[src/rtl/hazard_stall_ctrl_pkg.sv]
// Shared types for the pipeline sequencing controller.
// State encoding and the per-stage enable/flush bundle.
package hazard_stall_ctrl_pkg;

  localparam int REG_W = 5;

  typedef enum logic [1:0] {
    ST_RUN      = 2'd0,
    ST_MEM_WAIT = 2'd1,
    ST_ERR      = 2'd2
  } state_e;

  typedef struct packed {
    logic pc_write;
    logic ifid_write;
    logic ifid_flush;
    logic idex_write;
    logic idex_flush;
    logic exmem_write;
    logic exmem_flush;
    logic memwb_bubble;
  } pipe_ctrl_t;

  localparam pipe_ctrl_t CTRL_RUN = '{
    pc_write:     1'b1,
    ifid_write:   1'b1,
    ifid_flush:   1'b0,
    idex_write:   1'b1,
    idex_flush:   1'b0,
    exmem_write:  1'b1,
    exmem_flush:  1'b0,
    memwb_bubble: 1'b0
  };

  localparam pipe_ctrl_t CTRL_FREEZE = '{
    pc_write:     1'b0,
    ifid_write:   1'b0,
    ifid_flush:   1'b0,
    idex_write:   1'b0,
    idex_flush:   1'b0,
    exmem_write:  1'b0,
    exmem_flush:  1'b0,
    memwb_bubble: 1'b1
  };

  localparam pipe_ctrl_t CTRL_RESET = '{
    pc_write:     1'b0,
    ifid_write:   1'b0,
    ifid_flush:   1'b1,
    idex_write:   1'b0,
    idex_flush:   1'b1,
    exmem_write:  1'b0,
    exmem_flush:  1'b1,
    memwb_bubble: 1'b1
  };

endpackage

[src/rtl/hazard_stall_ctrl_if.sv]
// Hazard inputs from the stages and enables/status back to them.
// Master drives hazard inputs; slave is the controller.
interface hazard_stall_ctrl_if #(
  parameter int CNT_W = 16
);
  import hazard_stall_ctrl_pkg::*;

  logic [REG_W-1:0] id_rs;
  logic [REG_W-1:0] id_rt;
  logic             id_uses_rt;
  logic             idex_memread;
  logic [REG_W-1:0] idex_rt;
  logic             pcSrc;
  logic             mem_req;
  logic             mem_ready;

  logic             pc_write;
  logic             ifid_write;
  logic             ifid_flush;
  logic             idex_write;
  logic             idex_flush;
  logic             exmem_write;
  logic             exmem_flush;
  logic             memwb_bubble;
  logic             mem_err;
  logic [CNT_W-1:0] stall_cycles;
  logic [CNT_W-1:0] flush_count;

  modport master (
    output id_rs, id_rt, id_uses_rt,
    output idex_memread, idex_rt,
    output pcSrc, mem_req, mem_ready,
    input  pc_write, ifid_write, ifid_flush,
    input  idex_write, idex_flush,
    input  exmem_write, exmem_flush,
    input  memwb_bubble, mem_err,
    input  stall_cycles, flush_count
  );

  modport slave (
    input  id_rs, id_rt, id_uses_rt,
    input  idex_memread, idex_rt,
    input  pcSrc, mem_req, mem_ready,
    output pc_write, ifid_write, ifid_flush,
    output idex_write, idex_flush,
    output exmem_write, exmem_flush,
    output memwb_bubble, mem_err,
    output stall_cycles, flush_count
  );

endinterface

[src/rtl/hazard_stall_ctrl_sat_counter.sv]
// Saturating up-counter for performance statistics.
// Holds at all-ones instead of wrapping.
module sat_counter #(
  parameter int CNT_W = 16
) (
  input  logic             clk,
  input  logic             rst,
  input  logic             i_inc,
  output logic [CNT_W-1:0] o_count
);

  logic [CNT_W-1:0] r_count;

  // Count qualifying cycles, sticking at the top value.
  always_ff @(posedge clk or posedge rst) begin
    if (rst) begin
      r_count <= '0;
    end else if (i_inc && (r_count != '1)) begin
      r_count <= r_count + CNT_W'(1);
    end
  end

  assign o_count = r_count;

endmodule

[src/rtl/hazard_stall_ctrl.sv]
// Pipeline sequencing controller: load-use stalls, branch
// flushes, data-memory waits with watchdog, perf counters.
module hazard_stall_ctrl
  import hazard_stall_ctrl_pkg::*;
#(
  parameter int MEM_TIMEOUT = 16,
  parameter int CNT_W       = 16
) (
  input  logic                  clk,
  input  logic                  rst,
  hazard_stall_ctrl_if.slave    bus
);

  localparam int WC_W = $clog2(MEM_TIMEOUT) + 1;
  localparam logic [WC_W-1:0] WAIT_LAST = WC_W'(MEM_TIMEOUT - 1);

  state_e           r_state;
  state_e           w_state_nxt;
  logic [WC_W-1:0]  r_wait_cnt;
  logic [WC_W-1:0]  w_wait_nxt;
  logic             r_mem_err;
  logic             w_err_nxt;
  logic             w_lu;
  logic             w_flush_inc;
  logic             w_stall_inc;
  pipe_ctrl_t       w_ctrl;
  pipe_ctrl_t       w_out;
  logic [CNT_W-1:0] w_stall_cnt;
  logic [CNT_W-1:0] w_flush_cnt;

  // Load-use: lw in EX writes a register the ID instr reads.
  always_comb begin
    w_lu = bus.idex_memread
         && (bus.idex_rt != '0)
         && ((bus.idex_rt == bus.id_rs)
          || (bus.id_uses_rt && (bus.idex_rt == bus.id_rt)));
  end

  // State, watchdog count and sticky error register.
  always_ff @(posedge clk or posedge rst) begin
    if (rst) begin
      r_state    <= ST_RUN;
      r_wait_cnt <= '0;
      r_mem_err  <= 1'b0;
    end else begin
      r_state    <= w_state_nxt;
      r_wait_cnt <= w_wait_nxt;
      r_mem_err  <= w_err_nxt;
    end
  end

  // Next state and Mealy pipeline controls.
  always_comb begin
    w_state_nxt = r_state;
    w_wait_nxt  = r_wait_cnt;
    w_err_nxt   = r_mem_err;
    w_ctrl      = CTRL_RUN;
    w_flush_inc = 1'b0;
    case (r_state)
      ST_RUN: begin
        if (bus.pcSrc) begin
          w_ctrl.ifid_flush  = 1'b1;
          w_ctrl.idex_flush  = 1'b1;
          w_ctrl.exmem_flush = 1'b1;
          w_flush_inc        = 1'b1;
        end else if (bus.mem_req && !bus.mem_ready) begin
          w_ctrl      = CTRL_FREEZE;
          w_wait_nxt  = WC_W'(1);
          w_state_nxt = ST_MEM_WAIT;
        end else if (w_lu) begin
          w_ctrl.pc_write   = 1'b0;
          w_ctrl.ifid_write = 1'b0;
          w_ctrl.idex_flush = 1'b1;
        end
      end
      ST_MEM_WAIT: begin
        if (bus.mem_ready) begin
          w_wait_nxt  = '0;
          w_state_nxt = ST_RUN;
        end else begin
          w_ctrl = CTRL_FREEZE;
          if (r_wait_cnt == WAIT_LAST) begin
            w_state_nxt = ST_ERR;
            w_err_nxt   = 1'b1;
          end else begin
            w_wait_nxt = r_wait_cnt + WC_W'(1);
          end
        end
      end
      ST_ERR: begin
        w_ctrl = CTRL_FREEZE;
      end
      default: begin
        w_state_nxt = ST_RUN;
        w_wait_nxt  = '0;
      end
    endcase
  end

  // Stalls count only while the pipe is alive, not in ERR.
  always_comb begin
    w_stall_inc = (r_state != ST_ERR) && !w_ctrl.pc_write;
  end

  // Reset forces every stage to hold a bubble.
  always_comb begin
    w_out = rst ? CTRL_RESET : w_ctrl;
  end

  sat_counter #(.CNT_W(CNT_W)) u_stall_cnt (
    .clk     (clk),
    .rst     (rst),
    .i_inc   (w_stall_inc),
    .o_count (w_stall_cnt)
  );

  sat_counter #(.CNT_W(CNT_W)) u_flush_cnt (
    .clk     (clk),
    .rst     (rst),
    .i_inc   (w_flush_inc),
    .o_count (w_flush_cnt)
  );

  assign bus.pc_write     = w_out.pc_write;
  assign bus.ifid_write   = w_out.ifid_write;
  assign bus.ifid_flush   = w_out.ifid_flush;
  assign bus.idex_write   = w_out.idex_write;
  assign bus.idex_flush   = w_out.idex_flush;
  assign bus.exmem_write  = w_out.exmem_write;
  assign bus.exmem_flush  = w_out.exmem_flush;
  assign bus.memwb_bubble = w_out.memwb_bubble;
  assign bus.mem_err      = r_mem_err;
  assign bus.stall_cycles = w_stall_cnt;
  assign bus.flush_count  = w_flush_cnt;

endmodule

[src/flat_wrapper.sv]
// flat-port wrapper written by rule: the top's interface ports become plain ports
module hazard_stall_ctrl_flat import hazard_stall_ctrl_pkg::*;
#(
  parameter int MEM_TIMEOUT = 16,
  parameter int CNT_W       = 16
)
  (clk, rst, bus_id_rs, bus_id_rt, bus_id_uses_rt, bus_idex_memread, bus_idex_rt, bus_pcSrc, bus_mem_req, bus_mem_ready, bus_pc_write, bus_ifid_write, bus_ifid_flush, bus_idex_write, bus_idex_flush, bus_exmem_write, bus_exmem_flush, bus_memwb_bubble, bus_mem_err, bus_stall_cycles, bus_flush_count);
  hazard_stall_ctrl_if #(.CNT_W(CNT_W)) bus_i ();
  input  logic clk;
  input  logic rst;
  input wire logic [$bits(bus_i.id_rs)-1:0] bus_id_rs;
  input wire logic [$bits(bus_i.id_rt)-1:0] bus_id_rt;
  input wire logic [$bits(bus_i.id_uses_rt)-1:0] bus_id_uses_rt;
  input wire logic [$bits(bus_i.idex_memread)-1:0] bus_idex_memread;
  input wire logic [$bits(bus_i.idex_rt)-1:0] bus_idex_rt;
  input wire logic [$bits(bus_i.pcSrc)-1:0] bus_pcSrc;
  input wire logic [$bits(bus_i.mem_req)-1:0] bus_mem_req;
  input wire logic [$bits(bus_i.mem_ready)-1:0] bus_mem_ready;
  output wire logic [$bits(bus_i.pc_write)-1:0] bus_pc_write;
  output wire logic [$bits(bus_i.ifid_write)-1:0] bus_ifid_write;
  output wire logic [$bits(bus_i.ifid_flush)-1:0] bus_ifid_flush;
  output wire logic [$bits(bus_i.idex_write)-1:0] bus_idex_write;
  output wire logic [$bits(bus_i.idex_flush)-1:0] bus_idex_flush;
  output wire logic [$bits(bus_i.exmem_write)-1:0] bus_exmem_write;
  output wire logic [$bits(bus_i.exmem_flush)-1:0] bus_exmem_flush;
  output wire logic [$bits(bus_i.memwb_bubble)-1:0] bus_memwb_bubble;
  output wire logic [$bits(bus_i.mem_err)-1:0] bus_mem_err;
  output wire logic [$bits(bus_i.stall_cycles)-1:0] bus_stall_cycles;
  output wire logic [$bits(bus_i.flush_count)-1:0] bus_flush_count;
  assign bus_i.id_rs = bus_id_rs;
  assign bus_i.id_rt = bus_id_rt;
  assign bus_i.id_uses_rt = bus_id_uses_rt;
  assign bus_i.idex_memread = bus_idex_memread;
  assign bus_i.idex_rt = bus_idex_rt;
  assign bus_i.pcSrc = bus_pcSrc;
  assign bus_i.mem_req = bus_mem_req;
  assign bus_i.mem_ready = bus_mem_ready;
  assign bus_pc_write = bus_i.pc_write;
  assign bus_ifid_write = bus_i.ifid_write;
  assign bus_ifid_flush = bus_i.ifid_flush;
  assign bus_idex_write = bus_i.idex_write;
  assign bus_idex_flush = bus_i.idex_flush;
  assign bus_exmem_write = bus_i.exmem_write;
  assign bus_exmem_flush = bus_i.exmem_flush;
  assign bus_memwb_bubble = bus_i.memwb_bubble;
  assign bus_mem_err = bus_i.mem_err;
  assign bus_stall_cycles = bus_i.stall_cycles;
  assign bus_flush_count = bus_i.flush_count;
  hazard_stall_ctrl #(.MEM_TIMEOUT(MEM_TIMEOUT), .CNT_W(CNT_W)) u_core (.clk(clk), .rst(rst), .bus(bus_i));
endmodule
[config.mk]
export PLATFORM = sky130hd
export DESIGN_NAME = hazard_stall_ctrl_flat
export DESIGN_NICKNAME = d
export VERILOG_FILES = /design/src/rtl/hazard_stall_ctrl_pkg.sv /design/src/rtl/hazard_stall_ctrl_if.sv /design/src/rtl/hazard_stall_ctrl_sat_counter.sv /design/src/rtl/hazard_stall_ctrl.sv /design/src/flat_wrapper.sv
export SDC_FILE = /design/constraint.sdc
export NUM_CORES = 1
export LEC_CHECK = 0
export CORE_ASPECT_RATIO = 0.6
export CORE_MARGIN = 2
export CORE_UTILIZATION = 44
export CTS_BUF_LIST = sky130_fd_sc_hd__clkbuf_4 sky130_fd_sc_hd__clkbuf_8
export DETAILED_ROUTE_END_ITERATION = 16
export HOLD_SLACK_MARGIN = 0.12
export PLACE_DENSITY_LB_ADDON = 0.12
export SKIP_LAST_GASP = 1
export SLEW_MARGIN = 20
export SYNTH_ARGS = -nofsm -noshare
export SYNTH_HDL_FRONTEND = slang
export SYNTH_SLANG_ARGS = --single-unit
[constraint.sdc]
create_clock -name clk -period 2.05 [get_ports clk]
set_input_delay 0.41 -clock clk [delete_from_list [all_inputs] [get_ports clk]]
set_output_delay 0.41 -clock clk [all_outputs]
set_load 0.02 [all_outputs]
Word-level counts from Yosys, hierarchy flattened
Cells that the tools add are included.
{"block": "word_totals", "latchBits": 0, "mem_count": 0, "output_inout_bits": 41, "rom_bits": 0, "elab_cells": 65, "ff_bits": 40, "mem_bits_rw": 0}
{"block": "classes", "n_shift": 0, "muxes": 28, "n_div": 0, "n_reduce_logical": 15, "n_lt_le_gt_ge": 0, "mul": 0, "bitwise_logic": 2, "eq_ne": 12, "add_sub_neg": 3}
{"cell": "adder 16 x 1 -> 16 bit (second input constant)", "n": 2}
{"cell": "!= test 16 bit (second input constant)", "n": 2}
{"cell": "case mux 8 bit (3 select lines)", "n": 1}
{"cell": "two-way mux 5 bit", "n": 4}
{"cell": "two-way mux 8 bit", "n": 2}
{"cell": "case mux 5 bit (3 select lines)", "n": 1}
{"cell": "two-way mux 2 bit", "n": 7}
{"cell": "two-way mux 1 bit", "n": 11}
{"cell": "== test 5 bit", "n": 2}
{"cell": "AND reduction 4 bit", "n": 2}
{"cell": "logical AND 1 bit", "n": 7}
{"cell": "case mux 2 bit (3 select lines)", "n": 1}
{"cell": "adder 5 x 1 -> 5 bit (second input constant)", "n": 1}
{"cell": "== test 5 x 4 -> 1 bit (second input constant)", "n": 1}
{"cell": "nonzero test 5 bit", "n": 1}
{"cell": "!= test 2 bit (second input constant)", "n": 2}
{"cell": "two-way mux 3 bit", "n": 1}
{"cell": "!= test 3 x 2 -> 1 bit (second input constant)", "n": 1}
{"cell": "!= test 3 bit (second input constant)", "n": 1}
{"cell": "AND reduction 3 bit", "n": 1}
{"cell": "== test 2 x 1 -> 1 bit (second input constant)", "n": 1}
{"cell": "== test 2 bit (second input constant)", "n": 1}
{"cell": "zero test 1 bit", "n": 2}
{"cell": "zero test 2 bit", "n": 1}
{"cell": "other kinds (3)", "n": 4}

Depth between registers and ports, before layout
{"block": "logic_depth", "word_depth": 11, "ltp_mapped": 8, "depth_no_buf": 8}

Hierarchy
A second synthesis with hierarchy kept.
{"block": "hier_totals", "cells_unflattened": 219, "hier_area_um2": 2297.2}
{"module": "sat_counter", "area_per_inst_um2": 805.8, "n_inst": 2, "seq_area_each_um2": 400.4, "cells_each": 71}
{"module": "hazard_stall_ctrl", "area_per_inst_um2": 685.7, "n_inst": 1, "seq_area_each_um2": 200.2, "cells_each": 77}

Worst setup path before layout
OpenSTA, ideal clock, no wires.
{"block": "synth_timing", "path_type": "input port to output port", "from": "input port rst", "to": "output port bus_idex_flush", "slack_ns": -0.409, "stages": 3, "arrival_time_ns": 2.049, "cell_sequence": "inv_1 -> nand2_1 -> o21bai_1"}
{"block": "synth_via", "elab_chain_cells": 1}
{"element": "start: declaration", "line_no": "flat_wrapper.sv:10", "text": "input logic rst;"}
{"element": "two-way mux 8 bit", "line_no": "hazard_stall_ctrl.sv:107", "text": "w_out = rst ? CTRL_RESET : w_ctrl;"}
{"element": "end: declaration", "line_no": "flat_wrapper.sv:23", "text": "output wire logic [$bits(bus_i.idex_flush)-1:0] bus_idex_flush;"}
Every way passes these cells.

Final worst setup path
{"block": "layout_timing", "from": "input port bus_idex_rt[4]", "to": "output port bus_ifid_write"}
{"block": "layout_via", "elab_chain_cells": 9}
{"element": "start: declaration", "line_no": "flat_wrapper.sv:15", "text": "input wire logic [$bits(bus_i.idex_rt)-1:0] bus_idex_rt;"}
{"element": "== test 5 bit", "line_no": "hazard_stall_ctrl.sv:36", "text": "|| (bus.id_uses_rt && (bus.idex_rt == bus.id_rt)));"}
{"element": "logical AND 1 bit", "line_no": "hazard_stall_ctrl.sv:36"}
{"element": "logical OR 1 bit", "line_no": "hazard_stall_ctrl.sv:36"}
{"element": "logical AND 1 bit *", "line_no": "hazard_stall_ctrl.sv:35", "text": "&& ((bus.idex_rt == bus.id_rs)"}
{"element": "two-way mux 2 bit *", "line_no": "hazard_stall_ctrl.sv:70", "text": "end else if (w_lu) begin"}
{"element": "two-way mux 2 bit *", "line_no": "hazard_stall_ctrl.sv:66", "text": "end else if (bus.mem_req && !bus.mem_ready) begin"}
{"element": "two-way mux 2 bit *", "line_no": "hazard_stall_ctrl.sv:61", "text": "if (bus.pcSrc) begin"}
{"element": "case mux 8 bit (3 select lines) *", "line_no": "hazard_stall_ctrl.sv:59", "text": "case (r_state)"}
{"element": "two-way mux 8 bit *", "line_no": "hazard_stall_ctrl.sv:107"}
{"element": "end: declaration", "line_no": "flat_wrapper.sv:20", "text": "output wire logic [$bits(bus_i.ifid_write)-1:0] bus_ifid_write;"}
Mark *: on every way between the ends. The rest lies on a longest branch, timed or not.

==> metrics.csv <==
metric,value,unit
outcome,"complete, but fails checks",
failing checks,setup timing,
clk slew on worst S/H paths,0.08,ns
Crit path largest cell delay,0.54,ns
Die Ht,58.6,um
GPL Wtd Cong,0.823,
Most common cell on crit path,buf_6,
most common cell in the netlist,dfrtp_1,
global-route wire length before repair,9460,um
worst clock skew,0.00543,ns
Hold Path Class,reg -> reg,
Rows,19,
worst endpoint required time,1.64,ns
Startpoint Class,primary input,
area of the multi-input gates,1210,um^2
hpwl dp,4060,um
Die Width,94.9,um
Final Instance Area,3400,um^2
Yosys cell types,42,
grt ovf,0,
core area,4660,um^2
Bufs on Longest Clock Path,2,
Initial Utilization,46.8,%
Setup Viol. Count Final,2,
max-cap viol count,0,
CP max FO,2,
CTS tree,done,
I/O Buffers,62,
fillers,371,
largest net degree at the start of global routing,41,
via count of the first global-routing pass,1995,
sequential share of the synthesized area,45.9,%
Diodes inserted,0,
RSZ-0062 raised after global routing,yes,
worst-margin pin slew,0.515,ns
CTS Buf Count,5,
Leakage Power,1.60,nW
Pre-Repair DR Iteration Count,4,
ranking of synthesized cells by area,"dfrtp_1, xnor2_1, xor2_1, nand2_1, nand3_1",
final wirelength,5650,um
fin util,73.0,%
Synth top area share,45.9,%
Synth Warn #,0,
Starting DRT DRC Count,106,
Yosys reg bits,40,
Critical Path Source,bus_idex_rt[4],
antenna violations before repair,0,
Final nets,353,
clock latency on the worst-skew pair,0.29,ns
Final Hold Fails,0,
share of layout cells above drive strength 1,28.0,%
Post-synth top cells,"dfrtp_1, nand2_1, xnor2_1",
die area,5560,um^2
Root Driver,clkbuf_8,
antenna-violating nets left,0,
data arrival time of the critical path,1.70,ns
PnR worst setup slack,-0.0585,ns
Slew Limit Headroom,65.6,%
wire length per cell,14.5,um
post-place instance area,3190,um^2
vias per cell,5.13,
total track usage,22.2,%
CP max stage cell,or4_4,
period utilisation layout,103,%
fmax,474,MHz
Crit. End Element,primary output,
syn nets,243,
power density cells,434,nW/um^2
area grow syn2layout,55.9,%
DR DRC count,0,
Tot Pwr,0.00148,W
# clock sinks,40,
Most used DFF post-synth,dfrtp_1,
Post-Syn Area,2180,um^2
number of flops mapped to enable cells by yosys,0,
Gate Count Post-Synth,217,
syn_area_per_cell,10.1,um^2
io pins,63,
worst r2r src,u_core.r_state[0]$_DFFE_PP0P_,
Crit Path Class,in -> out,
crit path cell chain,"buf_6, or4_4, o21ai_4, nand2b_4, nand2_4, a31oi_4, buf_6",
"Async S/R FF share, synth",100,%
H-tree Lvls,2,
post-layout min period,2.11,ns
dominant cell type by area after synthesis,dfrtp_1,
Max rail drop VDD,0.339,mV
Max Slew Vio Count,0,
Worst Min Path Start,u_core.bus.mem_err$_DFFE_PP0P_,
Storage cell area,1000,um^2
via count,2007,
-- worst paths after layout --
path                                                        endpoint  slack [ns]  cells after the start
max reg2reg                u_core.u_stall_cnt.o_count[7]$_DFFE_PP0P_        0.14                      8
min in group asynchronous           u_core.r_wait_cnt[4]$_DFFE_PP0P_        0.80                      4
min                                   u_core.bus.mem_err$_DFFE_PP0P_        0.47                      1
min reg2reg                           u_core.bus.mem_err$_DFFE_PP0P_        0.47                      1
max                                                   bus_ifid_write       -0.06                      7
max in group asynchronous  u_core.u_flush_cnt.o_count[0]$_DFFE_PP0P_        0.89                      4
-- where the power goes --
part	internal (W)	switching (W)
registers	0.000788	0
clock network	0.000287	0.000280
logic	0.0000648	0.0000571
-- area by class of cell --
type                            instances  share of cell area (%)
Multi-Input combinational cell        159                    35.5
Sequential cell                        40                    29.4
Tap cell                               63                    2.32
Clock inverter                          1                   0.221
Timing Repair Buffer                  109                    28.5
Inverter                               12                    1.43
Clock buffer                            7                    2.65
-- layout by cell type (no fill, tap or decap), types with 8 or more instances in the layout --
cell type and instances:
buf_4 48, dfrtp_1 40, clkdlybuf4s50_1 36, xnor2_1 20, xor2_1 19, nand2_1 17
nand3_1 13, dlygate4sd2_1 13, inv_1 11, nor3_1 9, nor2_1 8
-- kinds of logic after synthesis --
family,count (synthesis),synth area share (%)
AND/OR/NAND/NOR,89,22.6
flip-flops,40,45.9
XOR/XNOR,39,15.7
AO/OA/AOI/OAI,24,8.03
buffers and inverters,19,4.30
adder cells (fa/ha/maj),4,2.29
multiplexers,2,1.20
-- critical path, delay by kind of cell --
kind,cells,cell delay [ns]
AOI/OAI and AO/OA,2,0.30
buffers and inverters,2,0.23
and+or+nand+nor,3,0.75
-- metal layers --
metal	GRT usage [%]	vias to the layer above	routed length, um
met5	0	-	0
met4	6.00	0	39
met3	5.76	5	341
met2	35.0	53	2500
met1	30.9	964	2770
li1	-	985	-
-- metrics by stage --
stage               cells  setup WS (ns)  TNS [ns]  hold slack, ns
floorplan             217        -0.0133   -0.0133           0.397
global placement      378         -0.853     -9.86           0.450
detailed placement    378         -0.936    -11.56           0.454
CTS                   390         -0.104    -0.207           0.476
global route          391        -0.0961    -0.252           0.489
finish                391        -0.0585    -0.117           0.474
-- what timing repair did --
| item | CTS | global route |
|---|---|---|
| setup endpoints to repair | 24 | 20 |
| pin swaps | 18 | 3 |
| setup buffers | 3 | 1 |
| gates resized for setup | 68 | 15 |
| hold endpoints to repair | 0 | 0 |
| hold buffers | 0 | 0 |
| gates cloned | 1 | 0 |
-- sequential cells by signal, indices dropped and copies added, names as in the netlist --
signal                      count
u_core.u_stall_cnt.o_count     16
u_core.u_flush_cnt.o_count     16
u_core.bus.mem_err              1
u_core.r_state                  2
u_core.r_wait_cnt               5
Note: power is estimated with default switching activity, not from simulation.
